[config.mk]
export PLATFORM = sky130hd
export DESIGN_NAME = seq_detect_prog
export DESIGN_NICKNAME = d
export VERILOG_FILES = /design/src/rtl/seq_detect_pkg.sv /design/src/rtl/sat_counter.sv /design/src/rtl/seq_detect_prog.sv
export SDC_FILE = /design/constraint.sdc
export NUM_CORES = 1
export LEC_CHECK = 0
export ABC_AREA = 1
export CAP_MARGIN = 30
export CORE_UTILIZATION = 35
export CTS_CLUSTER_DIAMETER = 200
export DETAILED_ROUTE_END_ITERATION = 10
export PLACE_DENSITY_LB_ADDON = 0.2
export SLEW_MARGIN = 40
export SYNTH_ARGS = -nofsm -noshare
export SYNTH_HDL_FRONTEND = slang
export SYNTH_SLANG_ARGS = --single-unit
[constraint.sdc]
create_clock -name clk -period 1.77 [get_ports clk]
set_clock_uncertainty 0.1 [all_clocks]
set_input_delay 0.531 -clock clk [delete_from_list [all_inputs] [get_ports clk]]
set_output_delay 0.531 -clock clk [all_outputs]
set_load 0.02 [all_outputs]
[src/rtl/seq_detect_pkg.sv]
// seq_detect_pkg: shared constants and state type for the programmable sequence detector
package seq_detect_pkg;
  localparam logic MODE_OVERLAP = 1'b1;
  localparam logic MODE_NONOVL = 1'b0;
  typedef enum logic {ST_FILL, ST_ARMED} state_e;
endpackage

[src/rtl/sat_counter.sv]
// sat_counter: saturating event counter with synchronous clear and registered saturation flag
module sat_counter #(
  parameter int WIDTH = 8
) (
  input  logic             clk,
  input  logic             rst,
  input  logic             inc,
  input  logic             clr,
  output logic [WIDTH-1:0] cnt,
  output logic             sat
);
  logic [WIDTH-1:0] cnt_q, cnt_d;
  logic sat_q;
  assign cnt_d = clr ? WIDTH'(inc) : (inc && !sat_q) ? cnt_q + 1'b1 : cnt_q;
  // count register; clear wins over hold but still counts a simultaneous event
  always_ff @(posedge clk or posedge rst)
    if (rst) begin
      cnt_q <= '0;
      sat_q <= 1'b0;
    end else begin
      cnt_q <= cnt_d;
      sat_q <= &cnt_d;
    end
  assign cnt = cnt_q;
  assign sat = sat_q;
endmodule

[src/rtl/seq_detect_prog.sv]
// seq_detect_prog: programmable serial bit-sequence detector with overlap modes and match counter
module seq_detect_prog
  import seq_detect_pkg::*;
#(
  parameter int               PAT_W       = 4,
  parameter int               CNT_W       = 8,
  parameter logic [PAT_W-1:0] DEFAULT_PAT = 4'b1011,
  parameter logic             DEFAULT_OVL = MODE_OVERLAP
) (
  input  logic             clk,
  input  logic             rst,
  input  logic             in_valid,
  input  logic             in_bit,
  input  logic             cfg_we,
  input  logic [PAT_W-1:0] cfg_pattern,
  input  logic             cfg_overlap,
  input  logic             cnt_clr,
  output logic             match,
  output logic             armed,
  output logic [CNT_W-1:0] match_cnt,
  output logic             cnt_sat
);
  localparam int FW = $clog2(PAT_W + 1);
  localparam logic [FW-1:0] FULL = FW'(PAT_W);
  logic [PAT_W-1:0] pat_q, hist_q, hist_sh, hist_d;
  logic [FW-1:0] fill_q, fill_inc, fill_d;
  logic ovl_q, match_q, accept, hit;
  state_e st_q;
  assign accept = in_valid & ~cfg_we;
  assign hist_sh = {hist_q[PAT_W-2:0], in_bit};
  assign fill_inc = (fill_q == FULL) ? FULL : fill_q + 1'b1;
  assign hit = accept && (hist_sh == pat_q) && (fill_inc == FULL);
  assign hist_d = cfg_we ? '0 : accept ? hist_sh : hist_q;
  assign fill_d = cfg_we ? '0 : !accept ? fill_q : (hit && ovl_q == MODE_NONOVL) ? '0 : fill_inc;
  // config, history, fill-derived FSM and registered match pulse
  always_ff @(posedge clk or posedge rst)
    if (rst) begin
      pat_q   <= DEFAULT_PAT;
      ovl_q   <= DEFAULT_OVL;
      hist_q  <= '0;
      fill_q  <= '0;
      st_q    <= ST_FILL;
      match_q <= 1'b0;
    end else begin
      if (cfg_we) begin
        pat_q <= cfg_pattern;
        ovl_q <= cfg_overlap;
      end
      hist_q  <= hist_d;
      fill_q  <= fill_d;
      st_q    <= (fill_d == FULL) ? ST_ARMED : ST_FILL;
      match_q <= hit;
    end
  sat_counter #(.WIDTH(CNT_W)) u_cnt (
    .clk(clk),
    .rst(rst),
    .inc(hit),
    .clr(cnt_clr),
    .cnt(match_cnt),
    .sat(cnt_sat)
  );
  assign match = match_q;
  assign armed = (st_q == ST_ARMED);
endmodule

# Word-level counts from Yosys, hierarchy flattened

Index checks and enable logic that the tools add are counted.
Widths: inputs -> output; s select.

Output and inout port bits: 11
Register bits: 22
Bits of input ports: 11
Word-level logic and storage cells: 33

Bitwise operators: 3
Reduce and logical (&&, ||, !) cells: 7
Equal/unequal tests: 4
$add $sub $neg: 2
Muxes and demuxes: 9

Operators with widths:

| operator            | number |
|---|---|
| $mux 3              | 6 |
| $mux 8              | 2 |
| $eq 3x3->1 const B  | 3 |
| $add 8x1->8 const B | 1 |
| $reduce_and 8->1    | 1 |
| $eq 4x4->1          | 1 |
| $logic_and 1x1->1   | 4 |
| $add 3x1->3 const B | 1 |
| $not 1->1           | 2 |
| $reduce_bool 2->1   | 1 |
| $and 1x1->1         | 1 |
| $logic_not 1->1     | 1 |
| $mux 1              | 1 |

# Longest topological paths before layout

Gate-level depths: netlist of the first run.

Word-level depth: 10
Mapped depth: 13
Gate-level depth less buffers: 13

# By module

Synthesis of the first run repeated with hierarchy kept, for this count alone.

Cell total of the unflattened synthesis: 155
Area, all modules: 1,202.4 um2

Modules (own cells, without submodules):

| module          | cells each | instances | sequential area each (um2) | area an instance (um2) |
|---|---|---|---|---|
| seq_detect_prog | 78         | 1         | 330.3                      | 659.4 |
| sat_counter     | 77         | 1         | 225.2                      | 543.0 |

# Least setup slack after synthesis of the first run

Ideal clock, no wire load.

Kind: register -> register
Start point: reg fill_q[0]
End point: reg u_cnt.sat_q (netlist: u_cnt.sat)
Stages on the path, launching flop included: 12
Data required time: 1.599 ns
Clock period less this slack: 1.816 ns
Arrival time: 1.645 ns
Library setup time: 0.071 ns
Path slack: -0.046 ns
Path buffers: 0
Cells stage by stage: dfrtp_1 > inv_1 > ha_1 > o21ai_2 > inv_2 > nor2_4 > nand3_2 > nand2_1 > nand3_1 > nor2_1 > nand2_1 > nor2_1

Cells in the longest elaborated chain, start to end: 8
Elaborated cells on any way between the ends: 9
Those cells by class: add/sub (1); eq/ne (2); mux (3); reduce/logical (3)

RTL lines:

| what                                      | RTL line              | RTL |
|---|---|---|
| start, declared                           | seq_detect_prog.sv:26 | `logic [FW-1:0] fill_q, fill_inc, fill_d;` |
| start signal, assigned                    | seq_detect_prog.sv:50 | `fill_q <= fill_d;` |
| $add 3x1->3 or $eq 3x3->1 (tied branches) | seq_detect_prog.sv:31 | `assign fill_inc = (fill_q == FULL) ? FULL : fill_q + 1'b1;` |
| $mux 3 *                                  | seq_detect_prog.sv:31 |  |
| $eq 3x3->1 *                              | seq_detect_prog.sv:32 | `assign hit = accept && (hist_sh == pat_q) && (fill_inc == FULL);` |
| $logic_and 1x1->1 *                       | seq_detect_prog.sv:32 |  |
| $logic_and 1x1->1                         | sat_counter.sv:14     | `assign cnt_d = clr ? WIDTH'(inc) : (inc && !sat_q) ? cnt_q + 1'b1 : cnt_q;` |
| $mux 8                                    | sat_counter.sv:14     |  |
| $mux 8 *                                  | sat_counter.sv:14     |  |
| $reduce_and 8->1 *                        | sat_counter.sv:22     | `sat_q <= &cnt_d;` |
| end signal, assigned                      | sat_counter.sv:22     |  |
| end, declared                             | sat_counter.sv:13     | `logic sat_q;` |

Every way passes the cells marked *; elsewhere a longest branch is shown, timed or not.
A chain may end at the register's enable or synchronous reset.

# Worst setup path after layout of the first run

Start point: reg fill_q[1]
End point: reg u_cnt.sat_q (netlist: u_cnt.sat)

The elaborated chain is that of the path after synthesis.

==> flow_metrics.py, run 1 <==
metrics = {
    "critical_path": {
        "r2r-start": "fill_q[1]$_DFF_PP0_",
        "r2r_end": "u_cnt.sat$_DFF_PP0_",
        "startpoint_type": "flop",
        "critPathKind": "reg -> reg",
        "r2r_cells": 11,
        "cp_common_cell": "inv_2",
        "critical_path_required_ns": 1.93,
        "max_stage_delay_ns": 0.43,
        "worstPathArrival_ns": 2.00,
        "worstSetupStartpoint": "fill_q[1]$_DFF_PP0_",
        "reg2reg_setup_slack_ns": -0.07,
        "path_max_fanout": 6,
        "crit_path_end_kind": "flop",
        "crit_chain": "inv_2 -> ha_4 -> o21ai_4 -> inv_2 -> nor2_4 -> nand3_4 -> nand2_2 -> nand3_2 -> nor2_2 -> nand3_1 -> nor2_1",
        "slowest_stage": "dfrtp_1",
    },
    "logic_synthesis": {
        "syn_area_per_cell_um2": 7.62,
        "seq_area_frac_synth_pct": 43.7,
        "syn_inst": 167,
        "synth_area_um2": 1270,
        "synth_cell_types": 24,
        "yosysWarnings": 0,
        "syn_nets": 181,
        "yosys_register_bits": 22,
    },
    "sta": {
        "timing.final.crit_share_pct": 104,
        "tightest_slew_ns": 0.333,
        "max_freq_ghz": 0.543,
        "relSlewSlack_pct": 77.8,
        "layout_setup_ws_ns": -0.0728,
        "hold_slack_ns": 0.408,
        "tns_ns": -0.186,
        "finalMaxSlewViolations": 0,
        "setup_viol_count_final": 5,
        "hold_violations": 0,
        "rsz0062_at_grt": "yes",
        "final.min_clock_period_ns": 1.84,
    },
    "layout": {
        "final_area_um2": 1910,
        "antennaDiodeCount": 0,
        "final_common_cell": "nand2_1",
        "multi_input_area_um2": 724,
        "regArea_um2": 556,
        "nNetsFinal": 233,
        "area_growth_pct": 50.0,
        "drive_above_1_share_pct": 38.5,
        "final_cell_mix": "nand2_1, inv_1, buf_4, dfrtp_1, nand2_2",
        "fillers": 327,
        "final_core_util_pct": 55.9,
    },
    "cts": {
        "cts_tree": "done",
        "root_buffer": "clkbuf_4",
        "cts_buffers": 3,
        "htree_levels": 1,
        "clock_latency_ns": 0.31,
        "clock-sinks": 22,
        "cts_max_path_buffers": 2,
        "clk_pin_slew_worst_paths_ns": 0.13,
    },
    "hold_path": {
        "worstHoldPathType": "reg -> reg",
        "hold-path-cell-count": 2,
        "min_from": "pat_q[3]$_DFFE_PP1P_",
        "whs_endpoint": "pat_q[3]$_DFFE_PP1P_",
    },
    "die": {
        "start_util_pct": 37.3,
        "ios": 22,
        "dieArea_um2": 3880,
        "die_h_um": 62.3,
        "die_w_um": 62.3,
        "rows": 21,
        "core_area_um2": 3420,
    },
    "global_route": {
        "grt_usage_pct": 17.2,
        "grt-ovfl-total": 0,
        "grt_pass1_wl_um": 5400,
        "grt_pass1_vias": 1270,
        "grt_max_degree": 23,
        "antenna_found_initial": 0,
    },
    "route": {
        "num_vias": 1207,
        "drtAntennaViolNets": 0,
        "wire_per_inst_um": 11.3,
        "vias_per_cell": 4.57,
        "drc": 0,
        "wirelength_um": 2990,
        "drt_iter0_drc": 33,
        "first_pass_iters": 4,
    },
    "outcome": {
        "status": "finished with violations",
        "violations": "setup timing",
    },
    "place": {
        "dpl_cell_area_um2": 1700,
        "dpl.hpwl_um": 2110,
        "place_ws_ns": -0.485,
        "port_buffers": 21,
        "gp_congestion": 0.881,
    },
    "pwr": {
        "p_leak_uw": 0.000980,
        "max-vdd-ir-drop_mv": 0.282,
        "powerDensity_nw_per_um2": 530,
    },
    "run": {
        "max_cap_violations": 0,
    },
}
==> what timing repair did <==
action / in CTS / in global routing
hold buffers: 0 / 0
pin swaps: 11 / 16
gates resized for setup: 25 / 35
buffers inserted: 5 / 2
endpoints found under the setup margin: 20 / 11
==> logic make-up (layout without fill, tap and decap cells) <==
group                      count (synthesis)  after routing  share of synthesized area (%)
and+or+nand+nor                           89             89                           33.2
buffers and inverters                     33             84                           9.73
adders and majority gates                  3              3                           2.95
DFF                                       22             22                           43.7
xor gates and xnor gates                   6              6                           4.13
AOI/OAI and AO/OA                         14             14                           6.29
==> metal layers <==
metal	routed length (um)	part of all wire (%)	track usage, %
met1	1290	43	21.9
met4	44	1.5	6.10
met3	100	3.3	1.65
met2	1550	52	30.2
met5	0	0	0
==> synthesized netlist by cell type (all sizes together) <==
master  count  area, um2
nand2      55        211
inv        32        120
dfrtp      18        450
nand3      16       97.6
nor2       14       86.3
o21ai       7       38.8
o22ai       5       31.3
dfstp       4        105
xnor2       4       35.0
ha          3       37.5
a21oi       2       10.0
nand4       2       12.5
xor2        2       17.5
clkbuf      1       3.75
nand3b      1       7.51
nor3b       1       7.51
==> final cells by class <==
type                       count  area share, %
inverter                      32           6.30
tap                           46           3.02
sequential                    22           29.1
timing repair buffer          48           21.7
multi-input combinational    112           38.0
clock buffer                   4           1.90
==> how the worst max path moves through the flow <==
| stage | to | slack, ns | cells past startpoint |
|---|---|---|---|
| 2_1_floorplan | u_cnt.sat$_DFF_PP0_ | 0.009 | 11 |
| 3_3_place_gp | u_cnt.sat$_DFF_PP0_ | -0.47 | 13 |
| 3_5_place_dp | u_cnt.sat$_DFF_PP0_ | -0.49 | 13 |
| 4_1_cts | u_cnt.sat$_DFF_PP0_ | -0.06 | 13 |
| 5_1_grt | u_cnt.sat$_DFF_PP0_ | -0.19 | 11 |
| 6_report | u_cnt.sat$_DFF_PP0_ | -0.07 | 11 |
==> flip-flops by register name (all words and copies together), names as in the netlist <==
signal,count
hist_q,3
ovl_q,1
match,1
fill_q,3
u_cnt.cnt,8
u_cnt.sat,1
armed,1
pat_q,4
==> power breakdown <==
part           switching (uW)  leakage (uW)  internal [uW]
Clock                     165     0.0000210            126
Sequential               11.7      0.000289            526
Combinational            98.6      0.000669           83.5
Total                     275      0.000980            735
==> stage by stage <==
step | power, uW | cells
2_1_floorplan | 634 | 167
3_3_place_gp | 696 | 254
3_5_place_dp | 701 | 254
4_1_cts | 1020 | 263
5_1_grt | 1070 | 264
6_report | 1010 | 264
==> worst max-delay path, delay by kind of cell (launching register included) <==
| family | cells | cell delay [ns] |
|---|---|---|
| compound gates | 1 | 0.16 |
| fa+ha+maj | 1 | 0.21 |
| buf+inv | 2 | 0.15 |
| flops | 1 | 0.43 |
| simple gates | 7 | 0.75 |
(Power assumes the default switching activity.)
==> run 2, diff against run 1 <==
MAX_ROUTING_LAYER = met4   (was unset)
==> run 2 against run 1 <==
Net effect: the flow still finishes with violations (setup timing); non-clock buffer count did not move; critical path type unchanged; highest routed layer unchanged; wire length is 0.20% lower; count of clock-buffer cells in the layout is the same; hold slack hardly changed.
==> flow_metrics.py, run 2 (same netlist as run 1, synthesis figures left out) <==
metrics = {
    "global_route": {
        "grt_pass1_wl_um": 5400,
        "grt-ovfl-total": 0,
        "grt_max_degree": 23,
        "grt_usage_pct": 17.7,
        "antenna_found_initial": 0,
        "grt_pass1_vias": 1271,
    },
    "layout": {
        "regArea_um2": 556,
        "multi_input_area_um2": 724,
        "final_common_cell": "nand2_1",
        "final_cell_mix": "nand2_1, inv_1, buf_4, dfrtp_1, nand2_2",
        "area_growth_pct": 50.0,
        "antennaDiodeCount": 0,
        "fillers": 327,
        "drive_above_1_share_pct": 38.5,
        "largest_reg_flops": 8,
        "nNetsFinal": 233,
        "layout.cells.non_filler": 264,
    },
    "route": {
        "dr_wl_met3_um": 79,
        "wl_met2_um": 1550,
        "drt-met1-wl_um": 1310,
        "wirelength_um": 2980,
        "vias_per_cell": 4.59,
        "drt_iter0_drc": 37,
        "drc": 0,
        "drtAntennaViolNets": 0,
        "first_pass_iters": 4,
        "num_vias": 1213,
        "top_layer": "met4",
        "wire_per_inst_um": 11.3,
    },
    "sta": {
        "max_freq_ghz": 0.543,
        "finalMaxSlewViolations": 0,
        "setup_viol_count_final": 5,
        "tightest_slew_ns": 0.333,
        "layout_setup_ws_ns": -0.0708,
        "timing.final.crit_share_pct": 104,
        "final.min_clock_period_ns": 1.84,
        "hold_violations": 0,
        "rsz0062_at_grt": "yes",
        "relSlewSlack_pct": 77.8,
    },
    "cts": {
        "cts_max_path_buffers": 2,
        "htree_levels": 1,
        "clock_latency_ns": 0.31,
        "hold_buffers": 0,
        "cts_tree": "done",
        "root_buffer": "clkbuf_4",
        "clk_pin_slew_worst_paths_ns": 0.13,
        "cts_buffers": 3,
        "clock-sinks": 22,
    },
    "critical_path": {
        "slowest_stage": "dfrtp_1",
        "crit_end": "u_cnt.sat$_DFF_PP0_",
        "critPathTopFamily": "simple AND/OR/NAND/NOR gates",
        "critPathKind": "reg -> reg",
        "max_stage_delay_ns": 0.42,
        "worstPathArrival_ns": 2.00,
        "r2r_cells": 11,
        "reg2reg_setup_slack_ns": -0.07,
        "critical_path_required_ns": 1.93,
        "critPathBufInv": 2,
        "cp_common_cell": "inv_2",
        "r2r-start": "fill_q[1]$_DFF_PP0_",
        "crit_chain": "inv_2 -> ha_4 -> o21ai_4 -> inv_2 -> nor2_4 -> nand3_4 -> nand2_2 -> nand3_2 -> nor2_2 -> nand3_1 -> nor2_1",
        "crit_path_end_kind": "flop",
        "worstSetupStartpoint": "fill_q[1]$_DFF_PP0_",
        "startpoint_type": "flop",
        "path_max_fanout": 6,
        "cp.depth": 11,
        "r2r_end": "u_cnt.sat$_DFF_PP0_",
    },
    "place": {
        "port_buffers": 21,
        "dpl.hpwl_um": 2110,
        "gp_congestion": 0.896,
        "placed_cells": 254,
    },
    "outcome": {
        "status": "finished with violations",
        "violations": "setup timing",
    },
    "pwr": {
        "max-vdd-ir-drop_mv": 0.282,
        "power.total_uw": 1010,
        "powerDensity_nw_per_um2": 528,
        "p_leak_uw": 0.000980,
    },
    "die": {
        "die_h_um": 62.3,
        "start_util_pct": 37.3,
        "dieArea_um2": 3880,
        "ios": 22,
        "core_area_um2": 3420,
        "die_w_um": 62.3,
        "rows": 21,
    },
    "run": {
        "max_cap_violations": 0,
    },
    "hold_path": {
        "worstHoldPathType": "reg -> reg",
    },
}
run 2: cell counts in the layout (fill, tap and decap cells not counted):
No cell type changed its count.
run 2: timing repair:
| action | CTS | global route |
|---|---|---|
| setup buffers | 5 | 2 |
| resized for setup | 25 | 35 |
| pin swaps | 11 | 16 |
| endpoints found under the setup margin | 20 | 11 |
run 2: per-layer routing:
| metal | up-vias | track usage (%) |
|---|---|---|
| met5 | - | - |
| met2 | 22 | 30.2 |
| met1 | 568 | 21.9 |
| met4 | 0 | 6.10 |
| li1 | 618 | - |
| met3 | 5 | 1.65 |
run 2: where the power goes:
part           switching [uW]  internal [uW]
registers                11.7            526
logic                    97.9           83.5
clock network             164            126
total                     273            735
run 2: cell type report:
cell class / count / area share (%)
sequential: 22 / 29.1
timing repair buffer: 48 / 21.7
multi-input combinational: 112 / 38.0
clock buffer: 4 / 1.90
tap: 46 / 3.02
inverter: 32 / 6.30
run 2: worst min-delay path by stage:
stage                    startpoint                    to  slack (ns)  cells after the start
5_1_grt        pat_q[3]$_DFFE_PP1P_  pat_q[3]$_DFFE_PP1P_        0.43                      2
3_5_place_dp   pat_q[3]$_DFFE_PP1P_  pat_q[3]$_DFFE_PP1P_        0.39                      2
2_1_floorplan     ovl_q$_DFFE_PP1P_     ovl_q$_DFFE_PP1P_        0.36                      2
6_report       pat_q[3]$_DFFE_PP1P_  pat_q[3]$_DFFE_PP1P_        0.41                      2
3_3_place_gp   pat_q[3]$_DFFE_PP1P_  pat_q[3]$_DFFE_PP1P_        0.39                      2
4_1_cts        pat_q[3]$_DFFE_PP1P_  pat_q[3]$_DFFE_PP1P_        0.41                      2
run 2: metrics by stage:
stage | area (um2) | hold WS, ns | TNS (ns) | util, % | setup slack, ns
after floorplan | 1280 | 0.360 | 0 | - | 0.00921
final | 1910 | 0.409 | -0.181 | 55.9 | -0.0708
after global placement | 1700 | 0.387 | -4.15 | 49.8 | -0.467
after detailed placement | 1700 | 0.388 | -4.54 | 49.8 | -0.485
after global routing | 1910 | 0.432 | -0.980 | 55.9 | -0.188
after CTS | 1800 | 0.408 | -0.0629 | 52.8 | -0.0629
run 2: worst register-to-register path: stages (launching register included):
cell	delay, ns
dfrtp_1	0.42
inv_2	0.09
ha_4	0.21
o21ai_4	0.17
inv_2	0.06
nor2_4	0.16
nand3_4	0.15
nand2_2	0.11
nand3_2	0.08
nor2_2	0.10
nand3_1	0.07
nor2_1	0.08
==> run 3, diff against run 2 <==
CTS_CLUSTER_DIAMETER = unset   (was 200)
==> results of run 3 <==
Final layout, timing and power as in run 2 (identical DEF).
